### src/rtl/data_bus_adapter_if.sv
// Wishbone B4 pipelined bus between the data-bus adapter (master) and the
// system interconnect (slave). Data fields are named from the master side:
// wb_dat_w travels master->slave and wb_dat_r travels slave->master.
interface data_bus_adapter_if #(
  parameter int XLEN = 32
);
  logic            wb_cyc;
  logic            wb_stb;
  logic            wb_we;
  logic [XLEN-1:0] wb_adr;
  logic [3:0]      wb_sel;
  logic [XLEN-1:0] wb_dat_w;
  logic [XLEN-1:0] wb_dat_r;
  logic            wb_ack;
  logic            wb_err;
  logic            wb_stall;

  modport master (
    output wb_cyc, wb_stb, wb_we, wb_adr, wb_sel, wb_dat_w,
    input  wb_dat_r, wb_ack, wb_err, wb_stall
  );

  modport slave (
    input  wb_cyc, wb_stb, wb_we, wb_adr, wb_sel, wb_dat_w,
    output wb_dat_r, wb_ack, wb_err, wb_stall
  );
endinterface

### src/rtl/data_bus_adapter.sv
// Data-bus adapter between the hart memory stage and a Wishbone B4 pipelined
// bus. Accepts one load/store at a time, steers store bytes onto lanes,
// extends load data, and reports completion or a fault with a one-cycle pulse.
// Only XLEN = 32 is supported.
module data_bus_adapter #(
  parameter int XLEN           = 32,
  parameter int TIMEOUT_CYCLES = 255
) (
  input  logic               clk,
  input  logic               rst,
  input  logic               i_stb,
  input  logic               i_we,
  input  logic [2:0]         i_sel,
  input  logic [XLEN-1:0]    i_addr,
  input  logic [XLEN-1:0]    i_wdata,
  output logic [XLEN-1:0]    o_rdata,
  output logic               o_valid,
  output logic               o_err,
  output logic [1:0]         o_err_cause,
  output logic               o_busy,
  data_bus_adapter_if.master wb
);

  typedef enum logic [1:0] {
    S_IDLE,
    S_REQ,
    S_WAIT,
    S_RESP
  } state_t;

  typedef enum logic [1:0] {
    CAUSE_NONE    = 2'b00,
    CAUSE_BAD     = 2'b01,
    CAUSE_BUS     = 2'b10,
    CAUSE_TIMEOUT = 2'b11
  } cause_t;

  localparam logic [2:0] SEL_B  = 3'b000;
  localparam logic [2:0] SEL_H  = 3'b001;
  localparam logic [2:0] SEL_W  = 3'b010;
  localparam logic [2:0] SEL_BU = 3'b100;
  localparam logic [2:0] SEL_HU = 3'b101;

  // The counter only has to reach TIMEOUT_CYCLES-1; the edge after that aborts.
  localparam int               CNT_W    = $clog2(TIMEOUT_CYCLES + 1);
  localparam logic [CNT_W-1:0] CNT_LAST = CNT_W'(TIMEOUT_CYCLES - 1);

  state_t           r_state;
  cause_t           r_cause;
  logic [CNT_W-1:0] r_cnt;
  logic [2:0]       r_sel;
  logic [1:0]       r_lane;
  logic [XLEN-1:0]  r_rdata;
  logic             r_valid;
  logic             r_err;
  logic             r_wb_cyc;
  logic             r_wb_stb;
  logic             r_wb_we;
  logic [XLEN-1:0]  r_wb_adr;
  logic [3:0]       r_wb_sel;
  logic [XLEN-1:0]  r_wb_dat;

  logic             w_bad;
  logic [3:0]       w_sel;
  logic [XLEN-1:0]  w_dat;
  logic             w_resp;

  // Right-align the addressed lane of the bus word, then sign/zero extend.
  function automatic logic [XLEN-1:0] extend_load(input logic [XLEN-1:0] dat,
                                                  input logic [1:0]      lane,
                                                  input logic [2:0]      sel);
    logic [XLEN-1:0] sh;
    sh = dat >> {lane, 3'b000};
    case (sel)
      SEL_B:   return {{24{sh[7]}}, sh[7:0]};
      SEL_H:   return {{16{sh[15]}}, sh[15:0]};
      SEL_BU:  return {24'b0, sh[7:0]};
      SEL_HU:  return {16'b0, sh[15:0]};
      default: return sh;
    endcase
  endfunction

  // Decode the incoming request: alignment check, byte lanes, replicated store data.
  always_comb begin
    // NOTE: every signal gets a default before the case so no path leaves it
    // unassigned; otherwise synthesis would infer a latch.
    w_bad = 1'b0;
    w_sel = 4'b0000;
    w_dat = '0;
    case (i_sel)
      SEL_B, SEL_BU: begin
        w_sel = 4'b0001 << i_addr[1:0];
        w_dat = {4{i_wdata[7:0]}};
      end
      SEL_H, SEL_HU: begin
        w_bad = i_addr[0];
        w_sel = 4'b0011 << {i_addr[1], 1'b0};
        w_dat = {2{i_wdata[15:0]}};
      end
      SEL_W: begin
        w_bad = |i_addr[1:0];
        w_sel = 4'b1111;
        w_dat = i_wdata;
      end
      default: w_bad = 1'b1;
    endcase
    if (!i_we) begin
      w_dat = '0;
    end
  end

  // A slave response counts only while the strobe has been taken (REQ, not stalled) or in WAIT.
  assign w_resp = (wb.wb_ack | wb.wb_err) &
                  (((r_state == S_REQ) && !wb.wb_stall) || (r_state == S_WAIT));

  // Request/response FSM; every output except o_busy is a register written here.
  always_ff @(posedge clk or posedge rst) begin
    if (rst) begin
      r_state  <= S_IDLE;
      r_cause  <= CAUSE_NONE;
      r_cnt    <= '0;
      r_sel    <= 3'b000;
      r_lane   <= 2'b00;
      r_rdata  <= '0;
      r_valid  <= 1'b0;
      r_err    <= 1'b0;
      r_wb_cyc <= 1'b0;
      r_wb_stb <= 1'b0;
      r_wb_we  <= 1'b0;
      r_wb_adr <= '0;
      r_wb_sel <= 4'b0000;
      r_wb_dat <= '0;
    end else begin
      // NOTE: sequential state uses non-blocking assignments so every register
      // samples the pre-edge values regardless of statement order.
      case (r_state)
        S_IDLE: begin
          if (i_stb) begin
            r_sel  <= i_sel;
            r_lane <= i_addr[1:0];
            if (w_bad) begin
              r_err   <= 1'b1;
              r_cause <= CAUSE_BAD;
              r_state <= S_RESP;
            end else begin
              r_wb_cyc <= 1'b1;
              r_wb_stb <= 1'b1;
              r_wb_we  <= i_we;
              r_wb_adr <= {i_addr[XLEN-1:2], 2'b00};
              r_wb_sel <= w_sel;
              r_wb_dat <= w_dat;
              r_state  <= S_REQ;
            end
          end
        end

        S_REQ, S_WAIT: begin
          if (w_resp) begin
            r_wb_cyc <= 1'b0;
            r_wb_stb <= 1'b0;
            r_state  <= S_RESP;
            if (wb.wb_err) begin
              r_err   <= 1'b1;
              r_cause <= CAUSE_BUS;
            end else begin
              r_valid <= 1'b1;
              r_rdata <= r_wb_we ? '0 : extend_load(wb.wb_dat_r, r_lane, r_sel);
            end
          end else if (r_cnt == CNT_LAST) begin
            r_wb_cyc <= 1'b0;
            r_wb_stb <= 1'b0;
            r_err    <= 1'b1;
            r_cause  <= CAUSE_TIMEOUT;
            r_state  <= S_RESP;
          end else begin
            r_cnt <= r_cnt + 1'b1;
            if ((r_state == S_REQ) && !wb.wb_stall) begin
              r_wb_stb <= 1'b0;
              r_state  <= S_WAIT;
            end
          end
        end

        S_RESP: begin
          r_valid <= 1'b0;
          r_err   <= 1'b0;
          r_cause <= CAUSE_NONE;
          r_rdata <= '0;
          r_cnt   <= '0;
          r_state <= S_IDLE;
        end

        default: r_state <= S_IDLE;
      endcase
    end
  end

  assign o_busy      = (r_state != S_IDLE);
  assign o_rdata     = r_rdata;
  assign o_valid     = r_valid;
  assign o_err       = r_err;
  assign o_err_cause = r_cause;

  assign wb.wb_cyc   = r_wb_cyc;
  assign wb.wb_stb   = r_wb_stb;
  assign wb.wb_we    = r_wb_we;
  assign wb.wb_adr   = r_wb_adr;
  assign wb.wb_sel   = r_wb_sel;
  assign wb.wb_dat_w = r_wb_dat;

endmodule

### src/flat_wrapper.sv
// flat-port wrapper written by rule: the top's interface ports become plain ports
module data_bus_adapter_flat 
#(
  parameter int XLEN           = 32,
  parameter int TIMEOUT_CYCLES = 255
)
  (clk, rst, i_stb, i_we, i_sel, i_addr, i_wdata, o_rdata, o_valid, o_err, o_err_cause, o_busy, wb_wb_cyc, wb_wb_stb, wb_wb_we, wb_wb_adr, wb_wb_sel, wb_wb_dat_w, wb_wb_dat_r, wb_wb_ack, wb_wb_err, wb_wb_stall);
  data_bus_adapter_if #(.XLEN(XLEN)) wb_i ();
  input  logic clk;
  input  logic rst;
  input  logic i_stb;
  input  logic i_we;
  input  logic [2:0] i_sel;
  input  logic [XLEN-1:0] i_addr;
  input  logic [XLEN-1:0] i_wdata;
  output logic [XLEN-1:0] o_rdata;
  output logic o_valid;
  output logic o_err;
  output logic [1:0] o_err_cause;
  output logic o_busy;
  output wire logic [$bits(wb_i.wb_cyc)-1:0] wb_wb_cyc;
  output wire logic [$bits(wb_i.wb_stb)-1:0] wb_wb_stb;
  output wire logic [$bits(wb_i.wb_we)-1:0] wb_wb_we;
  output wire logic [$bits(wb_i.wb_adr)-1:0] wb_wb_adr;
  output wire logic [$bits(wb_i.wb_sel)-1:0] wb_wb_sel;
  output wire logic [$bits(wb_i.wb_dat_w)-1:0] wb_wb_dat_w;
  input wire logic [$bits(wb_i.wb_dat_r)-1:0] wb_wb_dat_r;
  input wire logic [$bits(wb_i.wb_ack)-1:0] wb_wb_ack;
  input wire logic [$bits(wb_i.wb_err)-1:0] wb_wb_err;
  input wire logic [$bits(wb_i.wb_stall)-1:0] wb_wb_stall;
  assign wb_wb_cyc = wb_i.wb_cyc;
  assign wb_wb_stb = wb_i.wb_stb;
  assign wb_wb_we = wb_i.wb_we;
  assign wb_wb_adr = wb_i.wb_adr;
  assign wb_wb_sel = wb_i.wb_sel;
  assign wb_wb_dat_w = wb_i.wb_dat_w;
  assign wb_i.wb_dat_r = wb_wb_dat_r;
  assign wb_i.wb_ack = wb_wb_ack;
  assign wb_i.wb_err = wb_wb_err;
  assign wb_i.wb_stall = wb_wb_stall;
  data_bus_adapter #(.XLEN(XLEN), .TIMEOUT_CYCLES(TIMEOUT_CYCLES)) u_core (.clk(clk), .rst(rst), .i_stb(i_stb), .i_we(i_we), .i_sel(i_sel), .i_addr(i_addr), .i_wdata(i_wdata), .o_rdata(o_rdata), .o_valid(o_valid), .o_err(o_err), .o_err_cause(o_err_cause), .o_busy(o_busy), .wb(wb_i));
endmodule
### config.mk
export PLATFORM = sky130hd
export DESIGN_NAME = data_bus_adapter_flat
export DESIGN_NICKNAME = d
export VERILOG_FILES = /design/src/rtl/data_bus_adapter_if.sv /design/src/rtl/data_bus_adapter.sv /design/src/flat_wrapper.sv
export SDC_FILE = /design/constraint.sdc
export NUM_CORES = 1
export LEC_CHECK = 0
export CAP_MARGIN = 10
export CORE_ASPECT_RATIO = 0.5
export CORE_MARGIN = 4
export CORE_UTILIZATION = 41
export CTS_CLUSTER_SIZE = 24
export DETAILED_ROUTE_END_ITERATION = 7
export PLACE_DENSITY = 0.81
export SKIP_CTS_REPAIR_TIMING = 1
export SLEW_MARGIN = 10
export SYNTH_ARGS = -nofsm -noshare
export SYNTH_HDL_FRONTEND = slang
export SYNTH_SLANG_ARGS = --single-unit
### constraint.sdc
create_clock -name clk -period 4.6 [get_ports clk]
set_input_delay 1.38 -clock clk [delete_from_list [all_inputs] [get_ports clk]]
set_output_delay 1.38 -clock clk [all_outputs]
set_load 0.05 [all_outputs]
==> results.md, run 1 <==
* YS warnings at 0
* Lkg Pwr at 3.70 nW
* Slew margin rel. at 0.367
* Initial Util at 0.428
* Synth Instances at approximately 550
* Largest net degree at the start of global routing at 105
* Clock tree sinks at 120
* Pre-Repair DR Iteration Count at 4
* F_max at 270 MHz
* Crit path required time at 3220 ps
* CP Cell Sequence: inv_1 -> ha_1 -> inv_1 -> clkdlybuf4s50_1
* Final WL at 17600 µm
* Unrepaired setup endpoints after global routing: false
* Routed vias at 5141
* Syn Area/Cell at around 11 µm²
* First-pass GRT wire length at 27800 µm
* Core area at 13900 µm²
* MaxCap Viol Count at 0
* Routed Antenna Nets at 0
* Commonest non-fill, non-tap cell in the layout: clkdlybuf4s50_1
* RR Startpoint: u_core.r_state[0]
* Pwr per Cell Area at 806 nW/µm²
* Top_reg_cell synth: dfrtp_1
* Post-route DRC at 0
* Die W at 178 µm
* Global placement routability congestion at 0.814
* Die footprint at 16600 µm²
* Outcome: finished clean
* Nature of the critical path startpoint: register
* WL met1 at 7410 µm
* Final antenna diode count at 0
* H-tree depth at 4
* Arrival time worst endpoint at roughly 2300 ps
* Mapped Area at 5920 µm²
* Clock skew at 10.2 ps
* Hold Crit Class: reg2reg
* Final Cycle Share at 0.804
* R2R Setup Slk at roughly 1700 ps
* Setup Viol. Count Final at 0
* Vias in the first global route at about 5200
* DR WL met2 at 8710 µm
* NumNets Final at 857
* Critical path class: reg2out
* DR vias/cell at 5.41
* Post-synth ARST share at 1.00
* Clk slew on worst S/H paths at 60 ps
* CTS tree: yes
* Final worst slack at around 900 ps
* CP startpoint: u_core.r_state[0]
* Worst-margin pin slew at ~950 ps
* Gr ovfl total at 0
* CTS Buffer Depth at 2
* Crit-path slowest cell: clkdlybuf4s50_1
* Synth cell types at 55
* Most frequent CP cell: inv_1
* Ratio of cells with drive above 1 in the final layout at 0.0818
* Detailed Route Iter0 Violations at 317
* Number of max-slew violations in the final report at 0
* Finished Core Util at 0.635
* Max incr delay on CP at 840 ps
* WL met3 at around 920 µm
* Num rows at 30
* IO Pins at 214
* Worst Setup End Kind: output port
* Top sig layer: met5
* Worst skew pair latency at 410 ps
* Initial antenna violation count at 1
* Area growth, synth to finish at 48.4%
* Hold Violations, Final at 0
* Total track usage at 0.213
* EDFF count, synth at 0
* CTS buffer count at 17
* Root Buffer: clkbuf_16
* Flops & latches, synth at 120
* Most frequent cells in the layout: 211 x clkdlybuf4s50_1, 120 x dfrtp_1, 61 x nand2_1
* HP Start: u_core.wb.wb_dat_w[5]
* Avg WL per Cell at between 15 and 20 µm
* Min Tclk post-route at around 3700 ps
* DP HPWL at 12500 µm
* Max VDD drop at 0.458 mV
* Vert. Die Dim at around 93 µm
* Port Buf Inserts at 211
* Crit path max fanout at 11
* Pre-CTS WS at 946 ps
* Sum of negative setup slack at 0 ps
* Sequential share of the synthesized area at 0.507
-- worst max-delay path, delay by kind of cell (launching register included) --
| kind | cells | cell delay (ps) |
|---|---|---|
| flops | 1 | 420 |
| buf+inv | 3 | 1130 |
| fa+ha+maj | 1 | 350 |
-- per-layer routing --
metal / global-route usage / up-vias
met5: 0 / -
met4: 0.0881 / 2
met3: 0.0468 / 36
met2: 0.349 / 157
met1: 0.275 / 2526
li1: - / 2420
-- flip-flops by register name (all words and copies together) (netlist names), 2 cells and up --
name and cells:
u_core.o_err_cause 2, u_core.r_state 2, u_core.wb.wb_sel 4, u_core.wb.wb_dat_w 32, u_core.r_cnt 8, u_core.o_rdata 32
u_core.r_sel 3, u_core.r_lane 2, u_core.wb.wb_adr 30
-- final timing paths --
kind                                    endpoint  cells after the start
setup / recovery                          o_busy                      4
hold / removal             u_core.wb.wb_dat_w[5]                      2
setup reg to reg              u_core.o_rdata[16]                      6
hold reg to reg            u_core.wb.wb_dat_w[5]                      2
max in group asynchronous     u_core.o_rdata[13]                      3
min in group asynchronous   u_core.wb.wb_adr[23]                      2
-- report_power, final --
group | total [mW] | switching, mW | internal, mW | leakage, nW
sequential | 1.85 | 0.319 | 1.54 | 1.57
combinational | 3.87 | 2.50 | 1.37 | 1.85
clock | 1.36 | 0.537 | 0.826 | 0.285
total | 7.09 | 3.36 | 3.73 | 3.70
-- final cells by class --
class                           count  area, µm²
Sequential cell                   120       3000
Clock inverter                     14        161
Tap cell                          192        240
Fill cell                        1076       5060
Inverter                           12       47.5
Multi-Input combinational cell    374       2700
Timing Repair Buffer              220       2200
Clock buffer                       18        439
-- cells in the mapped netlist (all sizes together), types with 2 or more instances --
| library cell | n | share of area |
|---|---|---|
| a211oi | 2 | 0.0025 |
| nand3b | 4 | 0.0051 |
| buf | 12 | 0.012 |
| a21oi | 29 | 0.024 |
| ha | 6 | 0.013 |
| dfrtp | 120 | 0.51 |
| o211ai | 6 | 0.0084 |
| or2 | 2 | 0.0021 |
| nor2b | 11 | 0.012 |
| nand2b | 3 | 0.0032 |
| or3 | 5 | 0.0053 |
| or4 | 2 | 0.0025 |
| mux2i | 28 | 0.047 |
| o2bb2ai | 39 | 0.058 |
| nand2 | 61 | 0.039 |
| a31oi | 3 | 0.0032 |
| mux2 | 43 | 0.082 |
| nor3b | 3 | 0.0055 |
| nor4b | 2 | 0.0040 |
| o21ai | 34 | 0.029 |
| a22o | 8 | 0.012 |
| inv | 12 | 0.0076 |
| a221o | 15 | 0.025 |
| nand4 | 3 | 0.0032 |
| mux4 | 2 | 0.0076 |
| clkbuf | 30 | 0.019 |
| nand3 | 5 | 0.0042 |
| o31ai | 6 | 0.0076 |
| o22ai | 5 | 0.0053 |
| nor2 | 28 | 0.018 |
| o21a | 3 | 0.0038 |
-- stage by stage --
stage | power, mW | std cells | hold WS (ps) | area (µm²)
6_report | 7.09 | 950 | 488 | 8790
5_1_grt | 7.42 | 950 | 500 | 8790
4_1_cts | 7.12 | 950 | 489 | 8790
3_5_place_dp | 5.73 | 918 | 475 | 8190
3_3_place_gp | 5.66 | 918 | 467 | 8190
2_1_floorplan | 4.42 | 548 | 471 | 5930
-- cells by family after synthesis --
logic type	after synthesis	synth area share
AND/OR/NAND/NOR	134	0.112
AO/OA/AOI/OAI	159	0.193
other	1	0.000633
multiplexers	73	0.137
buffers and inverters	54	0.0386
adder cells (fa/ha/maj)	6	0.0127
flip-flops	120	0.507
No activity file was read; power rests on OpenSTA's default activity.
==> inputs of run 2 (changes only) <==
- clock period: 4.6 -> 2.97 ns (I/O delays scaled with it)
==> results.md, run 2 (synthesis gave the netlist of run 1 again) <==
* Design Area, Final at 8970 µm² (+2.0%)
* Vias in the first global route at 5415 (+4.6%)
* Final worst slack at 288 ps (-613 ps)
* Slew margin rel. at 0.222 (-0.145)
* Internal power at 5.98 mW (+60%)
* DP Area at 8350 µm² (+2.0%)
* Vert. Die Dim at 93 µm (unchanged)
* Unrepaired setup endpoints after global routing: false
* Core area at 13900 µm² (unchanged)
* Commonest non-fill, non-tap cell in the layout: clkdlybuf4s50_1
* DR vias/cell at 5.47 (+1.1%)
* WP buf/inv at 2 (-1)
* Detailed Route Iter0 Violations at 383 (+21%)
* CTS tree: yes
* Max incr delay on CP at 900 ps (+60 ps)
* Fill cells at 1025 (-4.7%)
* Seq pwr share at 0.260 (-0.002)
* Die W at 178 µm (unchanged)
* Logic pwr share at 0.546 (about the same)
* Routed vias at 5296 (+3.0%)
* Critical path class: in2reg
* Arrival time worst endpoint at 3010 ps (+690 ps)
* Worst Setup End Kind: register
* Avg WL per Cell at 18.7 µm (+1.3%)
* Crit path max fanout at 28 (+17)
* Ratio of cells with drive above 1 in the final layout at 0.104 (+0.0226)
* Min Tclk post-route at ~2700 ps
* Num rows at 30 (unchanged)
* Number of max-slew violations in the final report at 0 (unchanged)
* Clk slew on worst S/H paths at 50 ps (about the same)
* Crit path required time at 3290 ps (+70 ps)
* Global placement routability congestion at 0.819 (+0.61%)
* DP HPWL at 12900 µm (+2.7%)
* Final WL at 18100 µm (+3.2%)
* Root Buffer: clkbuf_16
* Area growth, synth to finish at 51.4%
* Clock skew at 12.6 ps (+2.38 ps)
* IO Pins at 214 (unchanged)
* CP Cell Sequence: clkdlybuf4s50_1 -> and3b_1 -> o21a_1 -> nor2_2 -> buf_4 -> o2bb2ai_1
* Gr ovfl total at 0 (unchanged)
* Initial antenna violation count at 1 (unchanged)
* Die footprint at 16600 µm² (unchanged)
* Crit-path slowest cell: nor2_2
* Hold Crit Class: reg2reg
* NumNets Final at 876 (+2.2%)
* MaxCap Viol Count at 0 (unchanged)
* Outcome: finished clean
* Worst skew pair latency at 410 ps (about the same)
* Final antenna diode count at 0 (unchanged)
* Cell family with the largest share of critical-path delay: simple AND/OR/NAND/NOR gates
* Pre-Repair DR Iteration Count at 6 (+2)
* Pwr per Cell Area at 1240 nW/µm² (+54%)
* Sum of negative setup slack at 0 ps (unchanged)
* Worst hold slack at 485 ps (-2.68 ps)
* Nature of the critical path startpoint: primary input
* First-pass GRT wire length at 28700 µm (+3.4%)
* Clock group share of total power at 0.195 (+0.003)
* Most frequent cells in the layout: 210 x clkdlybuf4s50_1, 120 x dfrtp_1, 61 x nand2_1
* Final Cycle Share at 0.903
* CTS Buffer Depth at 2 (unchanged)
* Tot Pwr at 11.1 mW (+57%)
* F_max at approximately 370 MHz
* Port Buf Inserts at 211 (unchanged)
* Max VDD drop at 0.650 mV (+42%)
* Largest net degree at the start of global routing at 121 (+15%)
* CTS buffer count at 17 (unchanged)
* Setup Viol. Count Final at 0 (unchanged)
* Clock tree sinks at 120 (unchanged)
* Net Sw Frac at 0.463 (-0.0111)
* Total track usage at 0.218 (+0.00550)
* Post-route DRC at 0 (unchanged)
* Routed Antenna Nets at 0 (unchanged)
* Hold Violations, Final at 0 (unchanged)
* H-tree depth at 4 (unchanged)
* Initial Util at 0.428 (unchanged)
* NetSw at 5.15 mW (+53%)
* Pre-CTS WS at -125 ps (-1070 ps)
* Worst-margin pin slew at 1170 ps (+219 ps)
* Lkg Pwr at 3.82 nW (+3.2%)
## run 2: path summary, 6_finish.rpt
path	from	end	slack, ps	cells past startpoint
max reg2reg	u_core.r_state[0]	u_core.o_rdata[12]	410	7
min reg2reg	u_core.wb.wb_adr[12]	u_core.wb.wb_adr[12]	490	1
max	wb_wb_err	u_core.o_rdata[12]	290	6
min in group asynchronous	rst	u_core.o_rdata[12]	1020	3
max in group asynchronous	rst	u_core.wb.wb_dat_w[1]	1460	3
min	u_core.wb.wb_adr[12]	u_core.wb.wb_adr[12]	490	1
## run 2: worst reg2reg max path: stages (launching register included)
cell and delay [ps]:
dfrtp_1 400, inv_1 100, ha_1 320, and3b_1 220, o21a_1 130, nor2_2 900
buf_4 290, o2bb2ai_1 120
## run 2: metal layers
metal	GRT usage	share of wire	up-vias	routed length (µm)
li1	-	-	2445	-
met1	0.276	0.42	2627	7590
met2	0.368	0.50	176	9120
met3	0.0444	0.050	46	899
met4	0.0913	0.028	2	507
met5	0	0.00066	-	12
## run 2: metrics by stage
stage | instances | util
global route | 968 | 0.648
detailed placement | 937 | 0.603
finish | 968 | 0.648
CTS | 968 | 0.648
floorplan | 548 | -
global placement | 937 | 0.603
## run 2: area by class of cell
type                            instances  area (µm²)  share of cell area
Sequential cell                       120        3000               0.335
Multi-Input combinational cell        374        2710               0.301
Timing Repair Buffer                  239        2360               0.263
Clock buffer                           18         439              0.0489
Tap cell                              192         240              0.0268
Clock inverter                         13         179              0.0199
Inverter                               12        48.8             0.00544
## run 2: power by group through the flow
stage | Sequential [mW] | Combinational (mW) | Clock [mW]
2_1_floorplan | 5.09 | 1.76 | 0
3_3_place_gp | 2.88 | 5.97 | 0
3_5_place_dp | 2.90 | 6.07 | 0
4_1_cts | 2.90 | 6.11 | 2.19
5_1_grt | 3.00 | 6.39 | 2.28
6_report | 2.89 | 6.08 | 2.17
